<file path="src/rtl/mic_sample_scheduler.sv">
// Paces PmodMIC conversions at a fixed sample rate and reduces each window of
// offset-binary samples to a peak magnitude offered over valid/ready.
module mic_sample_scheduler #(
    parameter int SAMPLE_DIV = 250,
    parameter int WINDOW     = 1024,
    parameter int TIMEOUT    = 40,
    parameter int DATA_W     = 12
) (
    input  logic              clk,
    input  logic              reset,
    input  logic              enable,
    output logic              adc_start,
    input  logic              adc_done,
    input  logic [DATA_W-1:0] adc_data,
    output logic [DATA_W-1:0] peak,
    output logic              peak_valid,
    input  logic              peak_ready,
    output logic              err_overrun,
    output logic              err_timeout,
    output logic              err_drop,
    input  logic              clr_err
);

    localparam int CNT_W = (SAMPLE_DIV > 1) ? $clog2(SAMPLE_DIV) : 1;
    localparam int WIN_W = (WINDOW > 1) ? $clog2(WINDOW) : 1;
    localparam int TMR_W = $clog2(TIMEOUT + 1);
    localparam logic [DATA_W:0] MID = {2'b01, {(DATA_W-1){1'b0}}};

    typedef enum logic [2:0] {IDLE, WAIT, START, CONV, ACCUM, PUBLISH} state_t;

    state_t            state, state_nxt;
    logic [CNT_W-1:0]  rate_cnt;
    logic              tick;
    logic [TMR_W-1:0]  timer;
    logic [WIN_W-1:0]  win_cnt;
    logic [DATA_W-1:0] mag_p1;
    logic [DATA_W-1:0] acc;
    logic [DATA_W-1:0] acc_nxt;
    logic              vld_p1;
    logic              win_last;
    logic              publish;
    logic              busy;
    logic              ovr_ev;
    logic              to_ev;
    logic              drop_ev;

    // Distance from mid-scale, computed one bit wider so 0x000 maps to 2048.
    function automatic logic [DATA_W-1:0] magnitude(input logic [DATA_W-1:0] raw);
        logic [DATA_W:0] wide;
        logic [DATA_W:0] diff;
        wide = {1'b0, raw};
        diff = (wide >= MID) ? (wide - MID) : (MID - wide);
        return DATA_W'(diff);
    endfunction

    always_ff @(posedge clk) begin
        if (reset || !enable || tick) begin
            rate_cnt <= '0;
        end else begin
            rate_cnt <= rate_cnt + 1'b1;
        end
    end

    assign tick      = (rate_cnt == CNT_W'(SAMPLE_DIV - 1));
    assign adc_start = (state == START);
    assign win_last  = (win_cnt == WIN_W'(WINDOW - 1));
    assign acc_nxt   = (mag_p1 > acc) ? mag_p1 : acc;
    // The window result is registered on entry to PUBLISH so it is already
    // visible during PUBLISH, two cycles after the final adc_done.
    assign publish   = (state == ACCUM) && win_last;
    assign busy      = (state == START) || (state == CONV) || (state == ACCUM) || (state == PUBLISH);
    assign ovr_ev    = tick && busy;
    assign to_ev     = (state == CONV) && !adc_done && (timer == TMR_W'(TIMEOUT));
    assign drop_ev   = publish && peak_valid && !peak_ready;
    assign vld_p1    = (state == CONV) && adc_done;

    always_ff @(posedge clk) begin
        if (reset) begin
            state <= IDLE;
        end else begin
            state <= state_nxt;
        end
    end

    always_comb begin
        state_nxt = state;
        case (state)
            IDLE:    if (enable) state_nxt = WAIT;
            WAIT: begin
                if (!enable)   state_nxt = IDLE;
                else if (tick) state_nxt = START;
            end
            START:   state_nxt = CONV;
            CONV: begin
                if (adc_done)   state_nxt = ACCUM;
                else if (to_ev) state_nxt = WAIT;
            end
            ACCUM: begin
                if (win_last)    state_nxt = PUBLISH;
                else if (enable) state_nxt = WAIT;
                else             state_nxt = IDLE;
            end
            PUBLISH: state_nxt = enable ? WAIT : IDLE;
            default: state_nxt = IDLE;
        endcase
    end

    // Stage p1: magnitude of the sample captured on adc_done.
    always_ff @(posedge clk) begin
        if (vld_p1) begin
            mag_p1 <= magnitude(adc_data);
        end
    end

    always_ff @(posedge clk) begin
        if (reset) begin
            timer       <= '0;
            acc         <= '0;
            win_cnt     <= '0;
            peak        <= '0;
            peak_valid  <= 1'b0;
            err_overrun <= 1'b0;
            err_timeout <= 1'b0;
            err_drop    <= 1'b0;
        end else begin
            if (state == START) begin
                timer <= TMR_W'(1);
            end else if (state == CONV) begin
                timer <= timer + 1'b1;
            end

            if (state == ACCUM) begin
                acc     <= win_last ? '0 : acc_nxt;
                win_cnt <= win_last ? '0 : win_cnt + 1'b1;
            end

            if (publish) begin
                if (!drop_ev) begin
                    peak       <= acc_nxt;
                    peak_valid <= 1'b1;
                end
            end else if (peak_valid && peak_ready) begin
                peak_valid <= 1'b0;
            end

            // A new error event outranks a simultaneous clear.
            err_overrun <= ovr_ev  || (err_overrun && !clr_err);
            err_timeout <= to_ev   || (err_timeout && !clr_err);
            err_drop    <= drop_ev || (err_drop    && !clr_err);
        end
    end

endmodule

</file>
<file path="config.mk">
export PLATFORM = sky130hd
export DESIGN_NAME = mic_sample_scheduler
export DESIGN_NICKNAME = d
export VERILOG_FILES = /design/src/rtl/mic_sample_scheduler.sv
export SDC_FILE = /design/constraint.sdc
export NUM_CORES = 1
export LEC_CHECK = 0
export BUFFER_PORTS_ARGS = -buffer_cell sky130_fd_sc_hd__clkbuf_2
export CAP_MARGIN = 10
export CORE_MARGIN = 3
export CORE_UTILIZATION = 58
export DETAILED_ROUTE_END_ITERATION = 10
export PLACE_DENSITY = 0.79
export SETUP_SLACK_MARGIN = 0.05
export SYNTH_ARGS = -nofsm -noshare
export SYNTH_HDL_FRONTEND = slang
export SYNTH_SLANG_ARGS = --single-unit
</file>
<file path="constraint.sdc">
create_clock -name clk -period 2.6 [get_ports clk]
set_input_delay 0.52 -clock clk [delete_from_list [all_inputs] [get_ports clk]]
set_output_delay 0.52 -clock clk [all_outputs]
set_load 0.01 [all_outputs]
</file>
# After elaboration in Yosys (flattened, before gate mapping)
# Index checks and enable logic that the tools add are counted.
word_totals:
  reg_bits: 67
  inputBits: 18
  output_inout_bits: 17
  word_cells: 79
op_classes:
  n_eq_ne: 12
  reduce_logical: 30
  mux: 17
  bitwise_logic: 1
  n_lt_le_gt_ge: 2
  addsub: 5
op_table:
  columns: ["operator", "count"]
  rows:
  - ["$mux W12", 3]
  - ["$mux W3", 6]
  - ["$pmux W3 S6", 1]
  - ["$ge A12 B12 Y1 const B", 1]
  - ["$gt A12 B12 Y1", 1]
  - ["$sub A12 B12 Y12 const A", 1]
  - ["$sub A12 B12 Y12 const B", 1]
  - ["$logic_and A1 B1 Y1", 11]
  - ["$add A10 B1 Y10 const B", 1]
  - ["$eq A10 B10 Y1 const B", 1]
  - ["$mux W10", 1]
  - ["$add A8 B1 Y8 const B", 1]
  - ["$eq A8 B8 Y1 const B", 1]
  - ["$logic_or A1 B1 Y1", 8]
  - ["$add A6 B1 Y6 const B", 1]
  - ["$eq A3 B2 Y1 const B", 2]
  - ["$eq A3 B3 Y1 const B", 2]
  - ["$eq A6 B6 Y1 const B", 1]
  - ["$mux W1", 6]
  - ["$ne A3 B3 Y1 const B", 2]
  - ["$logic_not A1 Y1", 4]
  - ["$ne A2 B2 Y1 const B", 2]
  - ["$reduce_and A2 Y1", 2]
  - ["$reduce_bool A2 Y1", 2]
  - ["5 further kinds", 5]

# Logic depth before layout (Yosys ltp)
# Gate-level depths: netlist of run 1.
logic_depth:
  depth_word: 6
  mapped_depth: 9
  mapped_depth_nobuf: 8

# Least setup slack after synthesis of run 1
# OpenSTA, ideal clock, no wires.
synth_path:
  path_type: "reg2reg"
  from: "register mag_p1[1]"
  to: "register acc[10]"
  path_stages_with_launch: 9
  t_required_ns: 2.483
  setup_ns: 0.117
  setup_slack_ns: 0.553
  arrival_ns: 1.929
  period_less_slack_ns: 2.047
  path_buffers: 1
  cell_sequence: "edfxtp_1 -> ha_1 -> nor2b_1 -> o211ai_1 -> a211oi_2 -> o31a_1 -> and3_4 -> buf_6 -> a32o_1"
synth_between:
  elab_chain_len: 3
synth_rtl:
  columns: ["element", "line_no", "text"]
  rows:
  - ["start: declaration", "36", "logic [DATA_W-1:0] mag_p1;"]
  - ["start signal: assignment", "111", "mag_p1 <= magnitude(adc_data);"]
  - ["$gt A12 B12 Y1", "67", "assign acc_nxt = (mag_p1 > acc) ? mag_p1 : acc;"]
  - ["$mux W12", "67", null]
  - ["$mux W12", "133", "acc <= win_last ? '0 : acc_nxt;"]
  - ["end signal: assignment", "133", null]
  - ["end: declaration", "37", "logic [DATA_W-1:0] acc;"]
# No other way between the ends.
# A chain may end at the register's enable or synchronous reset.

# Final worst setup path of run 1
layout_path:
  from: "register mag_p1[1]"
  to: "register acc[6]"
# Same word-level chain as after synthesis.

==> results of run 1 <==
## metal layers
metal	vias to the layer above	track usage	part of all wire
li1	1257	-	-
met1	1147	0.291	0.47
met2	60	0.333	0.47
met3	5	0.0366	0.053
met4	0	0.0811	0.0070
met5	-	0	0
## power breakdown
part	internal (W)	switching [W]
Clock	0.000343	0.000364
Combinational	0.0000297	0.0000445
Sequential	0.00106	0.00000468
Total	0.00143	0.000413
## final timing paths
check	to	from	depth (start not counted)
max	acc[6]$_SDFFE_PP0P_	mag_p1[1]$_DFFE_PP_	8
min	mag_p1[0]$_DFFE_PP_	adc_data[0]	1
max reg2reg	acc[6]$_SDFFE_PP0P_	mag_p1[1]$_DFFE_PP_	8
min reg2reg	peak[6]$_SDFFE_PP0P_	acc[6]$_SDFFE_PP0P_	2
## flip-flops by register name, indices dropped and copies added (netlist names)
name / flops
peak: 12
err_overrun: 1
err_drop: 1
mag_p1: 12
peak_valid: 1
rate_cnt: 8
acc: 12
state: 3
err_timeout: 1
win_cnt: 10
timer: 6
## area by class of cell
class                           count  area [um^2]
Clock buffer                       13          139
Inverter                           21         78.8
Tap cell                           70         87.6
Timing Repair Buffer               42          230
Sequential cell                    67         1460
Fill cell                         434         1630
Clock inverter                      3         15.0
Multi-Input combinational cell    224         1630
## cells by family after synthesis
| kind of cell | share of synthesized area |
|---|---|
| flip-flops | 0.449 |
| adder cells (fa/ha/maj) | 0.0692 |
| multiplexers | 0.00653 |
| AND/OR/NAND/NOR | 0.178 |
| buffers and inverters | 0.0499 |
| XOR/XNOR | 0.0753 |
| AO/OA/AOI/OAI | 0.172 |
## worst reg2reg max path: cells and delay by family (launching register included)
| kind | cells | cell delay, ns |
|---|---|---|
| adder cells (fa/ha/maj) | 1 | 0.33 |
| flip-flops | 1 | 0.43 |
| buffers and inverters | 1 | 0.19 |
| AO/OA/AOI/OAI | 5 | 0.96 |
| AND/OR/NAND/NOR | 1 | 0.14 |
## synthesized netlist by cell type (all sizes together) (7+ instances only)
| library cell | count | share of area |
|---|---|---|
| a21oi | 24 | 0.037 |
| a32o | 12 | 0.037 |
| and3 | 10 | 0.021 |
| buf | 7 | 0.018 |
| clkbuf | 7 | 0.0081 |
| dfxtp | 55 | 0.34 |
| edfxtp | 12 | 0.11 |
| ha | 18 | 0.069 |
| inv | 21 | 0.024 |
| nand2 | 13 | 0.015 |
| nand3 | 9 | 0.014 |
| nand4 | 7 | 0.018 |
| nor2 | 43 | 0.052 |
| o221ai | 12 | 0.051 |
| xnor2 | 8 | 0.022 |
| xor2 | 20 | 0.054 |
## through the flow
stage | utilization | area (um^2) | instances | power [W] | hold WS (ns)
after floorplan | - | 3260 | 326 | 0.00113 | 0.433
after global placement | 0.662 | 3490 | 424 | 0.00116 | 0.449
after detailed placement | 0.662 | 3490 | 424 | 0.00116 | 0.472
after CTS | 0.692 | 3640 | 440 | 0.00187 | 0.416
after global routing | 0.692 | 3640 | 440 | 0.00192 | 0.431
final | 0.692 | 3640 | 440 | 0.00185 | 0.426
==> impl_results.md, run 1 <==
* Total Neg Setup Slack at 0 ns
* Count of final setup violators at 0
* Post-CTS Setup Bufs at 0
* Detailed placement HPWL at 4570 um
* Clock root cell: clkbuf_8
* Worst VDD drop at 330 uV
* Final period utilization at 0.833
* Hold/Removal Path Class: primary input to flip-flop
* PD cells at 506 nW/um^2
* CP peak stage delay at 0.43 ns
* Max clock buf depth at 2
* Cell variety after synth at 50
* Core area at 5270 um^2
* CTS tree: built
* Global route overflow at 0
* Routed wire per std cell at 14.2 um
* Max Cap Viol at 0
* Die ar. at 6550 um^2
* Crit path DAT at 2.38 ns
* CTS Buf Count at 9
* CTS H-tree lvls at 3
* Max Clock Freq at 0.462 GHz
* Top Family by Delay on Critical Path: compound AO/OA/AOI/OAI gates
* Worst-path fanout max at 12
* Number of synthesized flops with an enable pin at 12
* FFs w/ async S/R, synth at 0
* Final min period at 2.17 ns
* I/O Buffers at 34
* Syn avg cell area at 9.99 um^2
* Final Hold Fails at 0
* Critical Path RT at 2.82 ns
* Largest net degree at the start of global routing at 14
* Dpl ws at 0.460 ns
* Mapped Cells at 326
* Via density at 5.61
* Commonest non-fill, non-tap cells in the layout: dfxtp_1 (55), nor2_1 (42), clkbuf_2 (34)
* Ports at 35
* Max-Slew Margin vs Limit at 0.571
* Worst Path Buf+Inv at 1
* Die H at 80.9 um
* Vias in the first global route at 2351
* Worst path slowest cell: edfxtp_1
* Layout cells sized above 1 at 0.197
* Drc violations at 0
* Synth Net Count at 362
* Worst-path cell chain: ha_1 > nor2b_1 > o211ai_1 > a211oi_2 > o31a_1 > o21ai_2 > buf_4 > a32o_1
* Synth Cell Area at 3260 um^2
* Initial antenna violation count at 0
* DR pass1 iterations at 4
* Post-synthesis sequential area ratio at 0.449
* CP Class: flip-flop to flip-flop
* Area growth syn-to-layout at 11.9%
* Crit. End Element: flip-flop
* Worst-Margin Slew at 0.643 ns
* Setup ws final at 0.434 ns
* Status: completed
* Placer Congestion at 0.813
* Total Routing Usage GR at 0.212
* Startpoint Class: flip-flop
* Initial core utilization at 0.618
* Leak pwr at 1.43 nW
* Clk slew on worst S/H paths at 0.07 ns
* Synth Register Bits at 67
* Routed wire length at 6250 um
* RSZ-0062 raised after global routing: false
* Clock Skew at 0.00633 ns
* Routed via count at 2469
* YS warnings at 0
* Die W at 80.9 um
* Iteration-0 DRC count of the detailed router at 162
* Final Max Tran Viols at 0
* Register-to-register setup slack at 0.43 ns
* Post-DRT Antenna Nets at 0
* First-pass GRT wire length at 10700 um
* CTS resizes at 0
* Ys flop type: dfxtp_1
* Most common cell after layout, fill and taps aside: dfxtp_1
* Row cnt at 26
* Worst skew pair latency at 0.33 ns
* Cts hold-fix bufs at 0
* Sink Count at 67
* Final #Nets at 401
* Diode count at 0
(Power assumes the default switching activity.)
==> run 2, diff against run 1 <==
--- a/config.mk
+++ b/config.mk
@@ -8,9 +8,9 @@
 export BUFFER_PORTS_ARGS = -buffer_cell sky130_fd_sc_hd__clkbuf_2
 export CAP_MARGIN = 10
 export CORE_MARGIN = 3
-export CORE_UTILIZATION = 58
+export CORE_UTILIZATION = 53
 export DETAILED_ROUTE_END_ITERATION = 10
-export PLACE_DENSITY = 0.79
+export PLACE_DENSITY = 0.76
 export SETUP_SLACK_MARGIN = 0.05
 export SYNTH_ARGS = -nofsm -noshare
 export SYNTH_HDL_FRONTEND = slang
==> constraint.sdc (replaced) <==
create_clock -name clk -period 1.9 [get_ports clk]
set_input_delay 0.38 -clock clk [delete_from_list [all_inputs] [get_ports clk]]
set_output_delay 0.38 -clock clk [all_outputs]
set_load 0.01 [all_outputs]
==> impl_results.md, run 2 (synthesis gave the netlist of run 1 again) <==
* Status: complete, but fails checks
* Failing checks: setup timing
* Top Registers: acc x12, mag_p1 x12, peak x12
* FF/Latch Area at 1460 um^2 (about the same)
* Max Cap Viol at 0 (unchanged)
* Worst VDD drop at 454 uV (+38%)
* Worst-path fanout max at 7 (-5)
* Cts hold-fix bufs at 0 (unchanged)
* Detailed placement HPWL at 5040 um (+10%)
* RSZ-0062 raised after global routing: true
* Worst-Margin Slew at 0.539 ns (-0.104 ns)
* Area occupied by multi-input gates at 1750 um^2 (+7.4%)
* R2r worst-path depth at 7 (-1)
* Most common cell after layout, fill and taps aside: dfxtp_1
* Crit. End Element: flip-flop
* Dpl ws at -0.361 ns (-0.821 ns)
* Worst path slowest cell: edfxtp_1
* Critical Path Sink: peak[10]$_SDFFE_PP0P_
* Final Cell Area at 4190 um^2 (+15%)
* Int Pwr at 0.00233 W (+62%)
* CP Class: flip-flop to flip-flop
* Leak pwr at 1.69 nW (+18%)
* Vias in the first global route at 2697 (+15%)
* Area after DPL at 3790 um^2 (+8.6%)
* R2R Path End: peak[10]$_SDFFE_PP0P_
* Clock Power Share at 0.467 (+0.084)
* Critical Path RT at 2.13 ns (-0.69 ns)
* CTS Buf Count at 9 (unchanged)
* Worst skew pair latency at 0.34 ns (about the same)
* I/O Buffers at 34 (unchanged)
* Area growth syn-to-layout at 28.7%
* Cell with the most instances on the worst path: a21oi_1
* Initial antenna violation count at 0 (unchanged)
* Commonest non-fill, non-tap cells in the layout: dfxtp_1 (54), buf_4 (43), nor2_1 (42)
* CTS tree: built
* Hold/Removal Path Class: primary input to flip-flop
* CP peak stage delay at 0.42 ns (about the same)
* Hold WS at 0.276 ns (-0.150 ns)
* Count of final setup violators at 24 (+24)
* Post-DRT Antenna Nets at 0 (unchanged)
* Global route overflow at 0 (unchanged)
* Die ar. at 7120 um^2 (+8.7%)
* Reg2reg start: mag_p1[3]$_DFFE_PP_
* Setup ws final at -0.303 ns (-0.737 ns)
* Sink Count at 67 (unchanged)
* Worst-path cell chain: ha_1 > a21oi_1 > a211oi_4 > o31a_1 > nor3_4 > buf_6 > a21oi_1
* Die H at 84.4 um (+4.3%)
* Placer Congestion at 0.826 (+1.5%)
* Layout cells sized above 1 at 0.332 (+0.134)
* # fillers at 377 (-13%)
* Combinational fraction of design power at 0.038 (-0.002)
* Row cnt at 27 (+3.8%)
* Routed wire length at 7530 um (+21%)
* Max Clock Freq at 0.454 GHz (-1.7%)
* Drc violations at 0 (unchanged)
* DR pass1 iterations at 4 (unchanged)
* Clk slew on worst S/H paths at 0.07 ns (about the same)
* Sw Ratio at 0.208 (-0.0159)
* PD cells at 700 nW/um^2 (+38%)
* Final Max Tran Viols at 0 (unchanged)
* Startpoint Class: flip-flop
* Crit path DAT at 2.44 ns (+0.06 ns)
* Max-Slew Margin vs Limit at 0.637 (+0.0656)
* First-pass GRT wire length at 12300 um (+15%)
* Sequential group share of total power at 0.495 (-0.082)
* Diode count at 0 (unchanged)
* Routed via count at 2668 (+8.1%)
* Largest net degree at the start of global routing at 15 (+1)
* Ports at 35 (unchanged)
* Register-to-register setup slack at -0.30 ns (-0.74 ns)
* Final Hold Fails at 0 (unchanged)
* Total Routing Usage GR at 0.215 (+0.00290)
* Final min period at 2.20 ns (+0.0369 ns)
* Clock Skew at 0.00634 ns (+0.00000894 ns)
* Final period utilization at 1.16 (+0.326)
* Critical Path Start: mag_p1[3]$_DFFE_PP_
* Iteration-0 DRC count of the detailed router at 131 (-19%)
* Core area at 5710 um^2 (+8.3%)
* Via density at 5.54 (-1.4%)
* Final #Nets at 441 (+10%)
* Clock root cell: clkbuf_8
* Max clock buf depth at 2 (unchanged)
* Routed wire per std cell at 15.6 um (+10%)
* CTS H-tree lvls at 3 (unchanged)
* Switch Pwr at 0.000610 W (+48%)
* Die W at 84.4 um (+4.3%)
* Initial core utilization at 0.570 (-0.0475)
[run 2: area by class of cell]
| cell class | instances | share of cell area |
|---|---|---|
| Inverter | 21 | 0.0188 |
| Timing Repair Buffer | 82 | 0.135 |
| Multi-Input combinational cell | 224 | 0.418 |
| Clock buffer | 14 | 0.0487 |
| Clock inverter | 2 | 0.00866 |
| Tap cell | 72 | 0.0215 |
| Sequential cell | 67 | 0.349 |
[run 2: worst min-delay path by stage]
stage,cells past startpoint,start,slack (ns),endpoint
3_5_place_dp,1,rate_cnt[0]$_SDFF_PP0_,0.46,rate_cnt[0]$_SDFF_PP0_
6_report,1,adc_data[0],0.28,mag_p1[0]$_DFFE_PP_
5_1_grt,1,adc_data[0],0.29,mag_p1[0]$_DFFE_PP_
2_1_floorplan,1,rate_cnt[0]$_SDFF_PP0_,0.43,rate_cnt[0]$_SDFF_PP0_
4_1_cts,1,adc_data[0],0.26,mag_p1[0]$_DFFE_PP_
3_3_place_gp,1,rate_cnt[0]$_SDFF_PP0_,0.45,rate_cnt[0]$_SDFF_PP0_
[run 2: metrics by stage]
| stage | util | TNS, ns | std cells | total power (W) |
|---|---|---|---|---|
| floorplan | - | -1.08 | 326 | 0.00155 |
| global placement | 0.664 | -3.71 | 458 | 0.00159 |
| detailed placement | 0.664 | -5.44 | 458 | 0.00160 |
| CTS | 0.717 | -4.76 | 478 | 0.00295 |
| global route | 0.734 | -8.03 | 482 | 0.00302 |
| finish | 0.734 | -6.38 | 482 | 0.00294 |
[run 2: what timing repair did]
action                                  in CTS  in global routing
pin swaps                                    6                 21
buffers inserted                             4                  4
resized for setup                            4                 13
endpoints found under the setup margin      24                 32
[run 2: power by group through the flow]
stage | clock [W] | combinational [W] | sequential (W)
after floorplan | 0 | 0.0000633 | 0.00149
after global placement | 0 | 0.000106 | 0.00149
after detailed placement | 0 | 0.000109 | 0.00149
after CTS | 0.00138 | 0.000111 | 0.00145
after global routing | 0.00144 | 0.000125 | 0.00145
final | 0.00137 | 0.000111 | 0.00145
[run 2: metal layers]
layer  vias up  part of all wire  track usage
li1       1330                 -            -
met4         0             0.014       0.0935
met3        11             0.033       0.0373
met2        58              0.50        0.373
met5         -                 0            0
met1      1269              0.45        0.261
[run 2: worst max-delay path: cells and delay by family (launching register included)]
family	cells	cell delay (ns)
AND/OR/NAND/NOR	1	0.30
adder cells (fa/ha/maj)	1	0.37
buffers and inverters	1	0.18
AO/OA/AOI/OAI	4	0.83
flip-flops	1	0.42
==> run 3, diff against run 2 <==
--- a/config.mk
+++ b/config.mk
@@ -5,13 +5,14 @@
 export SDC_FILE = /design/constraint.sdc
 export NUM_CORES = 1
 export LEC_CHECK = 0
+export ABC_AREA = 1
 export BUFFER_PORTS_ARGS = -buffer_cell sky130_fd_sc_hd__clkbuf_2
 export CAP_MARGIN = 10
 export CORE_MARGIN = 3
 export CORE_UTILIZATION = 53
 export DETAILED_ROUTE_END_ITERATION = 10
 export PLACE_DENSITY = 0.76
-export SETUP_SLACK_MARGIN = 0.05
+export SETUP_SLACK_MARGIN = 0.02
 export SYNTH_ARGS = -nofsm -noshare
 export SYNTH_HDL_FRONTEND = slang
 export SYNTH_SLANG_ARGS = --single-unit
==> impl_results.md, run 3 <==
* Ys flop type: dfxtp_1
* Post-synth top area cell: dfxtp_1
* Startpoint Class: flip-flop
* Total Routing Usage GR at 0.183 (-0.0315)
* Worst-path cell chain: ha_4 > nand4_1 > nor2_1 > nand2_1 > nand3_4 > buf_6 > nand3_1 > nand2_1 > nand2_1 > nand2_1 > inv_1
* Core area at 6390 um^2 (+12%)
* Top cells by area, synth: dfxtp_1 (31%), nand2_1 (12%), edfxtp_1 (10%)
* Syn avg cell area at 7.24 um^2 (-28%)
* Yosys top cell area share at 0.313 (-0.0252)
* CP peak stage delay at 0.44 ns (+0.02 ns)
* Layout cells sized above 1 at 0.181 (-0.150)
* Area growth syn-to-layout at 18.3%
* Diode count at 0 (unchanged)
* Int Pwr at 0.00214 W (-8.1%)
* Area occupied by multi-input gates at 1810 um^2 (+3.3%)
* Routed wire length at 7100 um (-5.7%)
* Number of synthesized flops with an enable pin at 12 (unchanged)
* Worst-path fanout max at 6 (-1)
* Initial antenna violation count at 0 (unchanged)
* # fillers at 532 (+41%)
* Drc violations at 0 (unchanged)
* Final #Nets at 567 (+29%)
* Die ar. at 7650 um^2 (+7.5%)
* Max Clock Freq at 0.567 GHz (+25%)
* Most frequent cell after synthesis: nand2_1
* Routed via count at 3141 (+18%)
* Crit. End Element: flip-flop
* Hold WS at 0.237 ns (-0.0386 ns)
* Final Max Tran Viols at 0 (unchanged)
* Max clock buf depth at 2 (unchanged)
* Vias in the first global route at 2689 (-0.30%)
* Switch Pwr at 0.000603 W (-1.2%)
* R2r worst-path depth at 11 (+4)
* Worst path slowest cell: edfxtp_1
* Top cells by count, synth: nand2_1 (109), inv_1 (92), dfxtp_1 (55)
* Worst skew pair latency at 0.34 ns (about the same)
* First-pass GRT wire length at 11300 um (-8.2%)
* Routed wire per std cell at 11.6 um (-26%)
* Sink Count at 67 (unchanged)
* Dpl ws at -0.0178 ns (+0.343 ns)
* Final min period at 1.76 ns (-0.438 ns)
* Hold/Removal Path Class: primary input to flip-flop
* Sequential group share of total power at 0.537 (+0.042)
* Mapped Cells at 486 (+49%)
* Worst Path Buf+Inv at 2 (+1)
* FFs w/ async S/R, synth at 0 (unchanged)
* I/O Buffers at 34 (unchanged)
* Non-Filler Instances at 612 (+27%)
* PD cells at 658 nW/um^2 (-6.1%)
* Row cnt at 29 (+7.4%)
* Ports at 35 (unchanged)
* Worst-Margin Slew at 0.558 ns (+0.0192 ns)
* Die W at 87.5 um (+3.7%)
* Global route overflow at 0 (unchanged)
* Count of final setup violators at 0 (-100%)
* Max-Slew Margin vs Limit at 0.627 (-0.0103)
* CTS tree: built
* Iteration-0 DRC count of the detailed router at 168 (+28%)
* Placer Congestion at 0.817 (-1.1%)
* Synth Net Count at 522 (+44%)
* Crit path DAT at 2.01 ns (-0.43 ns)
* Cell variety after synth at 33 (-34%)
* Max Cap Viol at 0 (unchanged)
* Largest net degree at the start of global routing at 37 (+22)
* Sw Ratio at 0.220 (+0.0123)
* Final Hold Fails at 0 (unchanged)
* Post-synthesis sequential area ratio at 0.415 (-0.0335)
* Worst VDD drop at 508 uV (+12%)
* Clock Skew at 0.0128 ns (+0.00651 ns)
* Leak pwr at 1.87 nW (+10%)
* RSZ-0062 raised after global routing: true
* Register-to-register setup slack at 0.14 ns (+0.44 ns)
* Detailed placement HPWL at 5060 um (+0.48%)
* DR pass1 iterations at 5 (+1)
* Post-DRT Antenna Nets at 0 (unchanged)
* Clock Power Share at 0.407 (-0.060)
* CTS Buf Count at 9 (unchanged)
* Commonest non-fill, non-tap cells in the layout: nand2_1 (103), inv_1 (92), dfxtp_1 (54)
* CTS H-tree lvls at 3 (unchanged)
* Synth Register Bits at 67 (unchanged)
* YS warnings at 0 (unchanged)
* Setup ws final at 0.135 ns (+0.438 ns)
* Initial core utilization at 0.551 (-0.0193)
* Most common cell after layout, fill and taps aside: nand2_1
* CP Class: flip-flop to flip-flop
* Cts hold-fix bufs at 0 (unchanged)
* Final period utilization at 0.929 (-0.231)
* FF/Latch Area at 1460 um^2 (unchanged)
* Cell with the most instances on the worst path: nand2_1
* Critical Path RT at 2.14 ns (about the same)
* Worst path depth at 11 (+4)
* Combinational fraction of design power at 0.056 (+0.018)
* Top Family by Delay on Critical Path: simple AND/OR/NAND/NOR gates
* Status: completed
* Die H at 87.5 um (+3.7%)
* Hold depth at 1 (unchanged)
* Clk slew on worst S/H paths at 0.07 ns (about the same)
* Synth Cell Area at 3520 um^2 (+8.1%)
* Via density at 5.13 (-7.3%)
* Clock root cell: clkbuf_8
* Top Registers: acc x12, mag_p1 x12, peak x12
* Placed insts at 593 (+29%)
[run 3: power groups by stage]
| stage | Sequential (W) | Clock (W) | Combinational (W) |
|---|---|---|---|
| 3_5_place_dp | 0.00150 | 0 | 0.000146 |
| 2_1_floorplan | 0.00150 | 0 | 0.0000978 |
| 6_report | 0.00147 | 0.00111 | 0.000153 |
| 3_3_place_gp | 0.00150 | 0 | 0.000141 |
| 4_1_cts | 0.00147 | 0.00114 | 0.000147 |
| 5_1_grt | 0.00147 | 0.00120 | 0.000175 |
[run 3: layout make-up]
type,count,area share
Clock buffer,14,0.0442
Clock inverter,1,0.00120
Inverter,94,0.0847
Multi-Input combinational cell,316,0.435
Sequential cell,67,0.351
Tap cell,77,0.0231
Timing Repair Buffer,43,0.0607
[run 3: layer usage]
metal,global-route usage,share of wire,vias to the layer above
met4,0.0753,0.019,0
met2,0.299,0.47,91
met3,0.0341,0.047,15
li1,-,-,1629
met5,0,0,-
met1,0.238,0.46,1406
[run 3: cell families after synthesis]
group                    Yosys count  synth area share
flip-flops                        67             0.415
AND/OR/NAND/NOR                  220             0.278
AO/OA/AOI/OAI                     66             0.100
adder cells (fa/ha/maj)           18            0.0640
XOR/XNOR                          10            0.0249
buffers and inverters            105             0.117
[run 3: repair_timing]
action / in CTS / in global routing
endpoints found under the setup margin: 12 / 25
buffers inserted: 0 / 1
pin swaps: 0 / 14
gates resized for setup: 1 / 34
cloned: 0 / 3
[run 3: metrics by stage]
step / TNS (ns) / total power [W] / utilization / instance area (um^2)
final: 0 / 0.00274 / 0.652 / 4160
after detailed placement: -0.0879 / 0.00165 / 0.592 / 3780
after global placement: 0 / 0.00164 / 0.592 / 3780
after CTS: 0 / 0.00276 / 0.622 / 3970
after floorplan: 0 / 0.00160 / - / 3520
after global routing: -0.108 / 0.00285 / 0.652 / 4160
[run 3: worst paths after layout]
| path | startpoint | endpoint |
|---|---|---|
| max reg2reg | mag_p1[7]$_DFFE_PP_ | peak[11]$_SDFFE_PP0P_ |
| min reg2reg | err_overrun$_SDFF_PP0_ | err_overrun$_SDFF_PP0_ |
| max | mag_p1[7]$_DFFE_PP_ | peak[11]$_SDFFE_PP0P_ |
| min | adc_data[0] | mag_p1[0]$_DFFE_PP_ |
